`config.mk`:
```
export PLATFORM = sky130hd
export DESIGN_NAME = exe_stage
export DESIGN_NICKNAME = d
export VERILOG_FILES = /design/src/rtl/exe_stage.sv
export SDC_FILE = /design/constraint.sdc
export NUM_CORES = 1
export LEC_CHECK = 0
export ABC_CLOCK_PERIOD_IN_PS = 14800
export BUFFER_PORTS_ARGS = -buffer_cell sky130_fd_sc_hd__buf_4
export CORE_ASPECT_RATIO = 1.4
export CORE_MARGIN = 8
export CORE_UTILIZATION = 40
export DETAILED_ROUTE_END_ITERATION = 16
export SETUP_SLACK_MARGIN = 0.2
export SYNTH_ARGS = -nofsm -noshare
export SYNTH_HDL_FRONTEND = slang
export SYNTH_SLANG_ARGS = --single-unit
```
`constraint.sdc`:
```
create_clock -name clk -period 14.8 [get_ports clk]
set_input_delay 2.22 -clock clk [delete_from_list [all_inputs] [get_ports clk]]
set_output_delay 2.22 -clock clk [all_outputs]
set_load 0.02 [all_outputs]
```
`src/rtl/exe_stage.sv`:
```
// exe_stage: ALU and branch resolution with a registered EXE/MEM valid/ready boundary,
// one-cycle fetch redirect, and a fixed-length squash window after taken control transfers.
module exe_stage #(
    parameter int DATA_WIDTH  = 32,
    parameter int REG_LENGTH  = 5,
    parameter int FLUSH_DEPTH = 2
) (
    input  logic                  clk,
    input  logic                  reset,
    input  logic                  in_valid,
    output logic                  in_ready,
    input  logic                  reg_write_e,
    input  logic                  mem_read_e,
    input  logic                  mem_write_e,
    input  logic                  jal_e,
    input  logic                  jalr_e,
    input  logic                  beq_e,
    input  logic                  bne_e,
    input  logic                  blt_e,
    input  logic                  bge_e,
    input  logic                  br_unsigned_e,
    input  logic [3:0]            alu_op_e,
    input  logic                  alu_src_a_e,
    input  logic                  alu_src_b_e,
    input  logic [DATA_WIDTH-1:0] rd1_e,
    input  logic [DATA_WIDTH-1:0] rd2_e,
    input  logic [DATA_WIDTH-1:0] pc_e,
    input  logic [DATA_WIDTH-1:0] imm_e,
    input  logic [REG_LENGTH-1:0] rd_e,
    output logic                  out_valid,
    input  logic                  out_ready,
    output logic [DATA_WIDTH-1:0] alu_result_m,
    output logic [DATA_WIDTH-1:0] write_data_m,
    output logic [REG_LENGTH-1:0] rd_m,
    output logic                  reg_write_m,
    output logic                  mem_read_m,
    output logic                  mem_write_m,
    output logic                  redirect,
    output logic [DATA_WIDTH-1:0] redirect_pc
);
    localparam int SW = $clog2(DATA_WIDTH);

    typedef enum logic {RUN, SQUASH} state_t;

    state_t                state;
    logic [3:0]            cnt;
    logic [DATA_WIDTH-1:0] a, b, alu, result, target;
    logic [SW-1:0]         sh;
    logic                  eq, lt, taken, accept;

    assign in_ready = (state == SQUASH) | ~out_valid | out_ready;
    assign accept   = (state == RUN) & in_valid & in_ready;

    always_comb begin
        a   = alu_src_a_e ? pc_e : rd1_e;
        b   = alu_src_b_e ? imm_e : rd2_e;
        sh  = b[SW-1:0];
        alu = '0;
        case (alu_op_e)
            4'd0:    alu = a + b;
            4'd1:    alu = a - b;
            4'd2:    alu = a & b;
            4'd3:    alu = a | b;
            4'd4:    alu = a ^ b;
            4'd5:    alu = a << sh;
            4'd6:    alu = a >> sh;
            4'd7:    alu = $unsigned($signed(a) >>> sh);
            4'd8:    alu = DATA_WIDTH'($signed(a) < $signed(b));
            4'd9:    alu = DATA_WIDTH'(a < b);
            4'd10:   alu = b;
            default: alu = '0;
        endcase
        eq     = rd1_e == rd2_e;
        lt     = br_unsigned_e ? (rd1_e < rd2_e) : ($signed(rd1_e) < $signed(rd2_e));
        // Only the highest-priority flag decides; lower flags are ignored entirely.
        taken  = jal_e | jalr_e | (beq_e ? eq : bne_e ? ~eq : blt_e ? lt : bge_e & ~lt);
        target = (jalr_e & ~jal_e) ? ((rd1_e + imm_e) & ~DATA_WIDTH'(1)) : pc_e + imm_e;
        result = (jal_e | jalr_e) ? pc_e + DATA_WIDTH'(4) : alu;
    end

    always_ff @(posedge clk) begin
        if (reset) begin
            state        <= RUN;
            cnt          <= '0;
            out_valid    <= 1'b0;
            alu_result_m <= '0;
            write_data_m <= '0;
            rd_m         <= '0;
            reg_write_m  <= 1'b0;
            mem_read_m   <= 1'b0;
            mem_write_m  <= 1'b0;
            redirect     <= 1'b0;
            redirect_pc  <= '0;
        end else begin
            redirect <= accept & taken;
            if (accept & taken) begin
                redirect_pc <= target;
                state       <= SQUASH;
                cnt         <= 4'(FLUSH_DEPTH);
            end else if (state == SQUASH) begin
                cnt <= cnt - 4'd1;
                if (cnt == 4'd1) state <= RUN;
            end
            if (accept) begin
                out_valid    <= 1'b1;
                alu_result_m <= result;
                write_data_m <= rd2_e;
                rd_m         <= rd_e;
                reg_write_m  <= reg_write_e;
                mem_read_m   <= mem_read_e;
                mem_write_m  <= mem_write_e;
            end else if (out_ready) begin
                out_valid <= 1'b0;
            end
        end
    end
endmodule

```
Yosys cells after proc, flatten, opt, wreduce, memory -nomap -nowiden
Index checks and enable logic that the tools add are counted.
W data, S select, Z words.
Word-level totals
  register bits after elaboration: 111
  word-level logic and storage cells: 74
  output and inout port bits: 107
  bits of input ports: 153
Cells by class
  bitwise operators: 17
  multiplexer cells: 16
  shifts and indexed selects: 3
  order comparisons: 4
  reduce and logical (&&, ||, !) cells: 4
  equal/unequal tests: 12
  add/sub/neg operators: 6
Operator list (number)
  $pmux W32 S11: 1
  $lt A32 B32 Y1: 4
  $mux W32: 4
  $add A32 B32 Y32: 3
  $add A32 B3 Y32 const B: 1
  $and A32 B32 Y32: 1
  $eq A32 B32 Y1: 1
  $or A32 B32 Y32: 1
  $shl A32 B5 Y32: 1
  $shr A32 B5 Y32: 1
  $sshr A32 B5 Y32: 1
  $sub A32 B32 Y32: 1
  $xor A32 B32 Y32: 1
  $eq A4 B3 Y1 const B: 4
  $eq A4 B4 Y1 const B: 3
  $mux W1: 9
  $eq A4 B1 Y1 const B: 2
  $eq A4 B2 Y1 const B: 2
  $and A1 B1 Y1: 5
  $not A1 Y1: 5
  $logic_not A4 Y1: 1
  $mux W2: 2
  $or A1 B1 Y1: 4
  $reduce_bool A2 Y1: 2
  other kinds (2): 2

Longest topological paths before layout
  depth after elaboration: 10
  depth in mapped cells: 18

Worst setup path before layout
No wires, ideal clock.
  path kind: input to register
  start: input alu_src_b_e
  end: register alu_result_m[21]
  path slack: 8.545 ns
  stages on the path: 16
  required time: 14.671 ns
  library setup time: 0.129 ns
  arrival: 6.126 ns
  cell sequence: buf_6 -> mux2i_1 -> clkbuf_1 -> clkbuf_1 -> clkbuf_1 -> ha_1 -> buf_6 -> and3_4 -> a22o_1 -> a211oi_2 -> nor3_1 -> or3_4 -> a31o_1 -> a221o_1 -> a2111oi_0 -> nor2_1
On the way
  longest elaborated chain between the ends: 4
  elaborated cells between the ends (all ways): 11
  classes of those cells: 2 x add/sub; 3 x shift; 3 x mux; 3 x bitwise
Ends and longest elaborated chain
  start, declared: RTL line 24  | input logic alu_src_b_e,
  $mux W32 (*): RTL line 56  | b = alu_src_b_e ? imm_e : rd2_e;
  $sub A32 B32 Y32, or another cell as far along: RTL line 61  | 4'd1: alu = a - b;
  $pmux W32 S11 (*): RTL line 59  | case (alu_op_e)
  $mux W32 (*): RTL line 78  | result = (jal_e | jalr_e) ? pc_e + DATA_WIDTH'(4) : alu;
  end signal, assigned: RTL line 106  | alu_result_m <= result;
  end, declared: RTL line 32  | output logic [DATA_WIDTH-1:0] alu_result_m,
Mark *: on every way between the ends. The rest lies on a longest branch, timed or not.
A chain may end at the register's enable or synchronous reset.

Worst setup path after layout
  start: input alu_src_b_e
  end: register alu_result_m[30]
Same word-level chain as after synthesis.

==> flow_summary.toml <==
[run_status]
status = "complete, no violations"

[routing]
drc = 0
vias = 21300
detail-route-antenna-nets = 0
routedWlPerCell_um = 26.8
first_pass_iters = 6
drt_iter0_drc = 2214
viasPerCell = 6.37
wl_um = 89800

[cts]
cts.clk_slew.worst_paths_ns = 0.09
ctsResizeCount = 0
cts_tree = "done"
postCtsHoldBufs = 0
post_cts_buffers = 0
clockRootBuffer = "clkbuf_16"
clk_latency_ns = 0.40
numCtsBuffers = 9
clockBufferDepth = 2
cts_sinks = 111
htree_levels = 3

[global_routing]
antenna_found_initial = 7
grt_pass1_vias = 21000
grt_pass1_wl_um = 132000
grt_usage_pct = 32.4
grt_max_degree = 66
grt_remaining_overflow = 0

[power_and_ir_drop]
seqPwrFrac_pct = 22.4
vdd_drop_max_uv = 61.9
intPower_mw = 0.793
p_total_mw = 1.57
p_comb_share_pct = 60.3
powerDensity_nw_per_um2 = 74.7
pwr-share-clk_pct = 17.3
leakage_nw = 9.33
p_switching_mw = 0.772
p_sw_share_pct = 49.3

[synth]
ys_seq_area_share_pct = 12.1
synth.distinct_cells = 97
syn_area_sq_um = 18400
syn_area_per_cell_sq_um = 7.13
synth_edf_count = 0
async_flop_share_pct = 0
synth.yosys.warnings = 0
syn_inst = 2575
synth-seq-cells = 111
synth_nets = 2932
synth-main-ff-cell = "dfxtp_1"

[floorplan]
rows = 93
dieArea_sq_um = 53100
die_w_um = 197
die_h_um = 269
io_pins = 260
coreArea_sq_um = 45600
initial_utilization_pct = 40.2

[hold_path]
min_path_type = "reg2reg"

[place]
dp_cells = 3324
pre_cts_ws_ns = 7.35
portBuffers = 259
hpwl_um = 71400
gp_congestion = 0.968

[timing]
final.period_utilization_pct = 48.2
setup_violations = 0
rsz0062_at_grt = "false"
relSlewSlack_pct = 18.7
slew_viol_final = 0
final_hold_viol_count = 0
fmax_mhz = 140
finClkSkew_ns = 0.0138
layout_min_cycle_time_ns = 7.13
worst_slack_ns = 7.67
fin_setup_tns_ns = 0
tightest_slew_ns = 1.21

[setup_path]
crit_type = "in2reg"
worst_ep_arrival_time_ns = 7.40
endpoint_kind = "register"
crit_required_ns = 15.07
reg2reg_slack_ns = 11.54
start_kind = "input pin"
path_max_fanout = 47

[finish]
final_cell_mix = "301 x nand2_1, 292 x buf_4, 248 x a21oi_1, 207 x nor2_1, 200 x ha_1"
drive_above_1_share_pct = 13.9
fin_cells = 3346
syn_to_final_growth_pct = 14.2
final_nets = 3075
final_common_cell = "nand2_1"
final_util_pct = 46.0

[run]
max_cap_violations = 0
==> sequential cells by signal (all words and copies together) (netlist names) <==
register	count
alu_result_m	32
cnt	4
mem_read_m	1
mem_write_m	1
out_valid	1
rd_m	5
redirect	1
redirect_pc	32
reg_write_m	1
state	1
write_data_m	32
==> stage by stage <==
step	instance area (sq um)	hold WS (ns)
6_report	21000	0.460
5_1_grt	21000	0.478
4_1_cts	21000	0.460
3_5_place_dp	20600	0.447
3_3_place_gp	20600	0.442
2_1_floorplan	18400	0.514
==> kinds of logic after synthesis <==
| family | count (synthesis) | synth area share [%] |
|---|---|---|
| AO/OA/AOI/OAI | 882 | 31.5 |
| XOR/XNOR | 87 | 4.15 |
| adder cells (fa/ha/maj) | 204 | 14.1 |
| buffers and inverters | 313 | 7.15 |
| flip-flops | 111 | 12.1 |
| multiplexers | 208 | 12.1 |
| AND/OR/NAND/NOR | 770 | 18.9 |
==> cell usage after synthesis (all sizes together), types with 17 or more instances <==
library cell	instances	share of area, %
nand2	302	6.2
a21oi	248	6.8
nor2	208	4.3
ha	200	14
mux2i	194	11
o21ai	169	4.7
inv	153	3.1
dfxtp	111	12
clkbuf	109	2.2
nor3	54	1.5
a211oi	53	2.2
nand3	53	1.4
xnor2	52	2.5
buf	49	1.7
a31oi	48	1.7
a21o	47	1.9
o211ai	43	1.8
xor2	35	1.7
o22ai	34	1.2
a22oi	31	1.3
nand4	28	0.95
nand2b	26	0.89
o21bai	20	0.82
a221oi	19	0.94
o2111ai	17	0.81
o31ai	17	0.70
==> power groups by stage <==
| stage | registers (mW) | clock network [mW] | logic (mW) |
|---|---|---|---|
| 5_1_grt | 0.354 | 0.285 | 1.01 |
| 2_1_floorplan | 0.387 | 0 | 0.571 |
| 3_3_place_gp | 0.356 | 0 | 0.913 |
| 3_5_place_dp | 0.357 | 0 | 0.919 |
| 4_1_cts | 0.351 | 0.279 | 0.923 |
| 6_report | 0.351 | 0.271 | 0.944 |
==> path summary, 6_finish.rpt <==
check,start,end,cells after the start
max,alu_src_b_e,alu_result_m[30],18
min,write_data_m[27],write_data_m[27],2
max reg2reg,state,alu_result_m[9],9
min reg2reg,write_data_m[27],write_data_m[27],2
==> layer usage <==
| layer | routed length [um] | share of wire [%] | track usage (%) |
|---|---|---|---|
| met1 | 34100 | 38 | 37.4 |
| met2 | 42800 | 48 | 55.1 |
| met3 | 7030 | 7.8 | 5.69 |
| met5 | 12 | 0.013 | 0 |
| met4 | 5890 | 6.6 | 19.4 |
==> worst max-delay path, cell delays in order <==
cell	delay [ns]
buf_4	0.52
mux2i_4	0.33
buf_4	0.60
inv_2	0.04
buf_4	0.33
ha_1	0.30
inv_1	0.08
fa_1	0.20
nor2b_1	0.19
o311a_1	0.20
o211a_1	0.24
and4bb_2	0.30
o31ai_1	0.81
a211oi_1	0.30
nor2_1	0.19
o21ai_0	0.14
a221oi_2	0.28
o32ai_2	0.10
==> layout make-up <==
cell class	instances	area, sq um
Fill cell	4796	24600
Multi-Input combinational cell	2151	14900
Sequential cell	111	2220
Timing Repair Buffer	292	2190
Tap cell	617	772
Inverter	153	574
Clock buffer	10	239
Clock inverter	6	70.1
Antenna cell	6	15.0
No activity file was read; power rests on OpenSTA's default activity.
